[config.mk]
export PLATFORM = sky130hd
export DESIGN_NAME = call_stack
export DESIGN_NICKNAME = d
export VERILOG_FILES = /design/src/rtl/call_stack.sv
export SDC_FILE = /design/constraint.sdc
export NUM_CORES = 1
export LEC_CHECK = 0
export CAP_MARGIN = 20
export CELL_PAD_IN_SITES_DETAIL_PLACEMENT = 1
export CELL_PAD_IN_SITES_GLOBAL_PLACEMENT = 2
export CORE_MARGIN = 2
export CORE_UTILIZATION = 43
export DETAILED_ROUTE_END_ITERATION = 8
export PLACE_DENSITY = 0.78
export SLEW_MARGIN = 30
export SYNTH_ARGS = -nofsm -noshare
export SYNTH_HDL_FRONTEND = slang
export SYNTH_SLANG_ARGS = --single-unit
[constraint.sdc]
create_clock -name clk -period 3.76 [get_ports clk]
set_input_delay 0.94 -clock clk [delete_from_list [all_inputs] [get_ports clk]]
set_output_delay 0.94 -clock clk [all_outputs]
set_load 0.005 [all_outputs]
[src/rtl/call_stack.sv]
// Hardware return-address stack: push/pop/replace-top/flush with occupancy status and sticky error flags.
// Optional macro CALL_STACK_WRAP_EN: a push while full overwrites the oldest entry instead of being dropped.
module call_stack #(
  parameter int ADDR_W = 12,
  parameter int DEPTH  = 8,
  parameter int CNT_W  = $clog2(DEPTH + 1)
) (
  input  logic              clk,
  input  logic              rst,
  input  logic              push,
  input  logic              pop,
  input  logic [ADDR_W-1:0] push_addr,
  input  logic              flush,
  output logic [ADDR_W-1:0] top_addr,
  output logic [CNT_W-1:0]  count,
  output logic              empty,
  output logic              full,
  output logic              overflow,
  output logic              underflow
);

  localparam int SP_W = (DEPTH > 1) ? $clog2(DEPTH) : 1;
  localparam logic [SP_W-1:0]  SP_LAST  = SP_W'(DEPTH - 1);
  localparam logic [CNT_W-1:0] CNT_FULL = CNT_W'(DEPTH);

  logic [ADDR_W-1:0] mem_q [DEPTH];
  logic [SP_W-1:0]   sp_q, sp_d;
  logic [SP_W-1:0]   sp_inc, sp_dec;
  logic [CNT_W-1:0]  count_q, count_d;
  logic              ovf_q, ovf_d;
  logic              unf_q, unf_d;
  logic              wr_en;
  logic [SP_W-1:0]   wr_idx;
  logic              is_empty, is_full;

  // The pointer wraps explicitly so DEPTH need not be a power of two.
  assign sp_inc   = (sp_q == SP_LAST) ? '0 : sp_q + 1'b1;
  assign sp_dec   = (sp_q == '0) ? SP_LAST : sp_q - 1'b1;
  assign is_empty = (count_q == '0);
  assign is_full  = (count_q == CNT_FULL);

  always_comb begin
    sp_d    = sp_q;
    count_d = count_q;
    ovf_d   = ovf_q;
    unf_d   = unf_q;
    wr_en   = 1'b0;
    wr_idx  = sp_q;
    if (rst) begin
      sp_d    = '0;
      count_d = '0;
      ovf_d   = 1'b0;
      unf_d   = 1'b0;
    end else if (flush) begin
      sp_d    = '0;
      count_d = '0;
    end else if (push && pop && !is_empty) begin
      // Replace-top: a RET immediately followed by a CALL in the same cycle.
      wr_en  = 1'b1;
      wr_idx = sp_dec;
    end else if (push) begin
      if (!is_full) begin
        wr_en   = 1'b1;
        sp_d    = sp_inc;
        count_d = count_q + 1'b1;
      end else begin
        ovf_d = 1'b1;
`ifdef CALL_STACK_WRAP_EN
        wr_en = 1'b1;
        sp_d  = sp_inc;
`else
        wr_en = 1'b0;
`endif
      end
    end else if (pop) begin
      if (is_empty) begin
        unf_d = 1'b1;
      end else begin
        sp_d    = sp_dec;
        count_d = count_q - 1'b1;
      end
    end
  end

  always_ff @(posedge clk) begin
    sp_q    <= sp_d;
    count_q <= count_d;
    ovf_q   <= ovf_d;
    unf_q   <= unf_d;
  end

  // Storage is never reset; only the pointer and count define validity.
  always_ff @(posedge clk) begin
    if (wr_en) begin
      mem_q[wr_idx] <= push_addr;
    end
  end

  assign top_addr  = is_empty ? '0 : mem_q[sp_dec];
  assign count     = count_q;
  assign empty     = is_empty;
  assign full      = is_full;
  assign overflow  = ovf_q;
  assign underflow = unf_q;

endmodule

# ---- Yosys cells after proc, flatten, opt, wreduce, memory -nomap -nowiden
# Memory sizes are Yosys's and may differ from the RTL's.
# Index checks and enable logic that the tools add are counted.
dict set report totals {
  regBits 9
  latchBits 0
  ramBits 96
  rom_bits 0
  inputBits 17
  output_inout_bits 20
  word_cells 47
  memories 1
}
# name words word_bits rd rd_ports_with_merged_regs write_ports line_no
set memory_table {}
lappend memory_table {mem_q 8 12 1 0 1 26} ;# logic [ADDR_W-1:0] mem_q [DEPTH];
dict set report op_classes {
  n_addsub 4
  mul 0
  div 0
  n_lt_le_gt_ge 0
  eq_ne 4
  n_shift 0
  muxes 21
  bitwise_logic 3
  reduce_logical 10
}
# cell n
set ops {}
lappend ops {{2-to-1 mux 3 bit} 9}
lappend ops {{2-to-1 mux 4 bit} 4}
lappend ops {{2-to-1 mux 12 bit} 1}
lappend ops {{AND reduction 4 bit} 2}
lappend ops {{2-to-1 mux 1 bit} 7}
lappend ops {{AND reduction 5 bit} 1}
lappend ops {{adder 4 x 1 -> 4 bit (second input constant)} 1}
lappend ops {{== test 4 bit (second input constant)} 1}
lappend ops {{logical NOT 4 bit} 1}
lappend ops {{inequality test 2 bit (second input constant)} 2}
lappend ops {{subtractor 4 x 1 -> 4 bit (second input constant)} 1}
lappend ops {{adder 3 x 1 -> 3 bit (second input constant)} 1}
lappend ops {{== test 3 bit (second input constant)} 1}
lappend ops {{logical NOT 3 bit} 1}
lappend ops {{inverter 1 bit} 3}
lappend ops {{subtractor 3 x 1 -> 3 bit (second input constant)} 1}
lappend ops {{logical AND 1 bit} 2}
lappend ops {{nonzero test 2 bit} 1}
lappend ops {{OR reduction 2 bit} 1}
lappend ops {{logical NOT 1 bit} 1}

# ---- Depth between registers and ports, before layout
dict set report logic_depth {
  depth_word 8
  ltp_mapped 8
  mapped_depth_nobuf 6
}

# ---- Worst setup path after synthesis
# Ideal clock, no wire load.
dict set report synth_timing {
  path_type {input -> register}
  start {in flush}
  end {mem mem_q[4][0], enable pin}
  setup_ns 0.396
  arrival_time_ns 2.792
  required_ns 3.364
  slack_ns 0.572
  cell_stages 3
  n_path_buf 0
  path_cell_list {or3b_2 > or3_1 > nor3_1}
}
dict set report synth_between {
  elab_chain_cells 4
  elab_cells_between_ends 6
  cone_classes {mux (6)}
}
# item line_no
set synth_rtl {}
lappend synth_rtl {{from (decl)} 13} ;# input logic flush,
lappend synth_rtl {{2-to-1 mux 1 bit} 54} ;# end else if (flush) begin
lappend synth_rtl {{2-to-1 mux 1 bit} 49} ;# if (rst) begin
lappend synth_rtl {{2-to-1 mux 1 bit} 94} ;# if (wr_en) begin
lappend synth_rtl {{2-to-1 mux 1 bit (implied by the code)} 95} ;# mem_q[wr_idx] <= push_addr;
lappend synth_rtl {{to (decl)} 26}
# Parallel ways exist; a longest one is shown, timed or not.

# ---- Final worst setup path
dict set report layout_timing {
  start {reg sp_q[0]}
  end {out top_addr[11]}
}
dict set report layout_between {
  elab_chain_cells 4
  elab_cells_between_ends 5
  cone_classes {add/sub (1); mux (2); reduce/logical (1); memory (1)}
}
# item line_no
set layout_rtl {}
lappend layout_rtl {{from (decl)} 27} ;# logic [SP_W-1:0] sp_q, sp_d;
lappend layout_rtl {{from (signal assigned)} 86} ;# sp_q <= sp_d;
lappend layout_rtl {{subtractor 3 x 1 -> 3 bit / logical NOT 3 bit (equally long branches)} 38} ;# assign sp_dec = (sp_q == '0) ? SP_LAST : sp_q - 1'b1;
lappend layout_rtl {{2-to-1 mux 3 bit *} 38}
lappend layout_rtl {{memory (8 x 12 bit) *} --}
lappend layout_rtl {{2-to-1 mux 12 bit *} 99} ;# assign top_addr = is_empty ? '0 : mem_q[sp_dec];
lappend layout_rtl {{to (decl)} 14} ;# output logic [ADDR_W-1:0] top_addr,
# Mark *: on every way between the ends. The rest lies on a longest branch, timed or not.

==> flow_metrics.tcl <==
set metrics [dict create \
    status "completed" \
    async_flop_share_pct 0 \
    finalInstanceArea_sq_mm 0.00544 \
    clkPwrFrac_pct 27.1 \
    cts_buffers 9 \
    multi_input_area_sq_mm 0.00136 \
    antennaDiodeCount 0 \
    place_inst 442 \
    routed_via_density 5.63 \
    ios 37 \
    hp-class "register to register" \
    dr_total_vias 2603 \
    finalWorstSetupSlack_ns 0.0967 \
    cts_tree "yes" \
    crit_type "register to output pin" \
    swShare_pct 25.6 \
    die_width_microns 106 \
    wl_met2_microns 5170 \
    total_power_mw 2.33 \
    fmax_mhz 273 \
    endpoint_kind "output pin" \
    routedWlPerCell_microns 21.9 \
    io_buffers 36 \
    hpwl_microns 6630 \
    max-clock-path-buffers 2 \
    ys_seq_area_share_pct 68.1 \
    gp_congestion 0.774 \
    slew_headroom_pct 64.9 \
    grt_max_degree 32 \
    synth_largest_area_cell "edfxtp_1" \
    setup_violations 0 \
    drv_slew 0 \
    synthDistinctLibCells 48 \
    wl_met3_microns 254 \
    fin_crit_ns 3.66 \
    synth_top_area_share_pct 64.1 \
    coreArea_sq_mm 0.0102 \
    die-area_sq_mm 0.0113 \
    netlist_top_cells_area "edfxtp_1, mux4_2, mux4_1, dfxtp_1, a22o_1" \
    regArea_sq_mm 0.00307 \
    post_layout_nonfiller_instances 462 \
    syn_area_sq_mm 0.00450 \
    wl_met1_microns 4580 \
    grt_pass1_vias 2699 \
    drtAntennaViolNets 0 \
    row_count 37 \
    internal-power_mw 1.74 \
    powerDensity_mw_per_mm2 429 \
    drc 0 \
    syn_nets 278 \
    min_period_over_period_pct 97.4 \
    nFillCells 940 \
    antenna_found_initial 0 \
    cap_violations 0 \
    power.net_switching_uw 597 \
    drive_above_1_share_pct 22.7 \
    hold_viol_final 0 \
    finClkSkew_ns 0.0135 \
    holdBufCountCts 0 \
    drtIter0Drc 119 \
    critPathLaunchType "register" \
    leakage_nw 1.80 \
    placed_area_sq_mm 0.00520 \
    cts_root_buf "clkbuf_8" \
    wirelength_microns 10100 \
    reg2reg_depth 5 \
    min_path_cells 2 \
    synth_edf_count 96 \
    insertion_delay_ns 0.36 \
    crit_fanout 9 \
    yosysWarnings 0 \
    grtUsageTotal_pct 18.9 \
    finalSetupTns_ns 0 \
    ys.flop_type "edfxtp_1" \
    top_layer_used "met4" \
    pre_cts_slack_ns 0.219 \
    tightest_slew_ns 0.526 \
    clk_pin_slew_ns 0.10 \
    ir_drop_v 0.000287 \
    hold_ws_ns 0.488 \
    synth_cells 254 \
    grt_overflow 0 \
    seqPwrFrac_pct 56.2 \
    htreeDepth 3 \
    combPwrFrac_pct 16.7 \
    fin_util_pct 53.2 \
    dr.pass1.iters 4 \
    area.growth.synth_to_final_pct 20.9 \
    grt_pass1_wl_microns 15600 \
    die_h_microns 106 \
    final_nets 346 \
    initial_core_util_pct 44.0 \
    cts.sink_count 105 \
    required_ns 2.82 \
    avgSynthCellArea_sq_um 17.7 \
    ys_ff_latch 105 \
    crit_arrival_ns 2.72 \
]
synthesized netlist by cell type (3+ instances only):
cell / count
nor3_1: 9
a31oi_1: 3
mux4_2: 15
ha_1: 6
o21ai_0: 6
buf_2: 5
dfxtp_1: 9
a21oi_1: 8
edfxtp_1: 96
clkbuf_1: 4
nand2_1: 3
inv_1: 4
a21o_1: 3
mux4_1: 9
or3_1: 3
nand3_1: 5
a22o_1: 12
nor2_1: 13
nor4_1: 4
routing by layer:
layer  vias to the layer above  GRT usage, %
met5                         -             0
li1                       1190             -
met2                        42          30.6
met3                        12          3.68
met1                      1359          26.2
met4                         0          5.45
logic make-up (layout without fill, tap and decap cells):
| group | count (synthesis) | after routing | share of synthesized area [%] |
|---|---|---|---|
| AOI/OAI and AO/OA | 49 | 49 | 8.15 |
| xor gates and xnor gates | 1 | 1 | 0.195 |
| adders and majority gates | 7 | 7 | 2.11 |
| buffers and inverters | 17 | 89 | 2.33 |
| DFF | 105 | 105 | 68.1 |
| muxes | 25 | 25 | 13.0 |
| and+or+nand+nor | 50 | 50 | 6.17 |
path summary, 6_finish.rpt:
check	start	to	slack, ns
worst max-delay path	sp_q[0]	top_addr[11]	0.1
worst min-delay path	underflow	underflow	0.49
worst max register to register	count[0]	mem_q[4][7]	1.26
worst min register to register	underflow	underflow	0.49
critical path: stages, from the launching register on:
cell             delay (ns)
dfxtp_4                0.36
inv_1                  0.06
ha_1                   0.22
nand2b_1               0.11
and2_4                 0.23
buf_12                 0.16
mux4_1                 0.56
a22o_1                 0.24
clkdlybuf4s50_1        0.43
state kept, by name, indices dropped and copies added (netlist names):
register	flops
mem_q	96
count	4
sp_q	3
overflow	1
underflow	1
power groups by stage:
stage                     combinational, mW  clock [mW]  sequential, mW
after CTS                             0.384       0.651            1.31
final                                 0.389       0.634            1.31
after global placement                0.375           0            1.34
after global routing                  0.422       0.694            1.31
after detailed placement              0.380           0            1.34
after floorplan                       0.202           0            1.33
cell usage in the layout (no fill, tap or decap), types with 6 or more instances in the layout:
cell / n
buf_4: 27
edfxtp_1: 96
mux4_1: 9
o21ai_0: 6
clkbuf_8: 9
clkdlybuf4s50_1: 36
ha_1: 6
nor2_1: 13
dfxtp_1: 8
a21oi_1: 8
mux4_2: 15
a22o_1: 12
what timing repair did:
action,CTS,global route
gates cloned,0,1
setup endpoints to repair,12,12
pin swaps,0,1
resized for setup,2,8
setup buffers,2,2
area by class of cell:
| class | count | share of cell area (%) |
|---|---|---|
| sequential | 105 | 56.3 |
| clock buffer | 9 | 2.28 |
| clock inverter | 6 | 1.01 |
| tap | 136 | 3.13 |
| multi-input combinational | 132 | 25.0 |
| timing repair buffer | 69 | 11.9 |
| inverter | 5 | 0.345 |
Note: power is estimated with default switching activity, not from simulation.
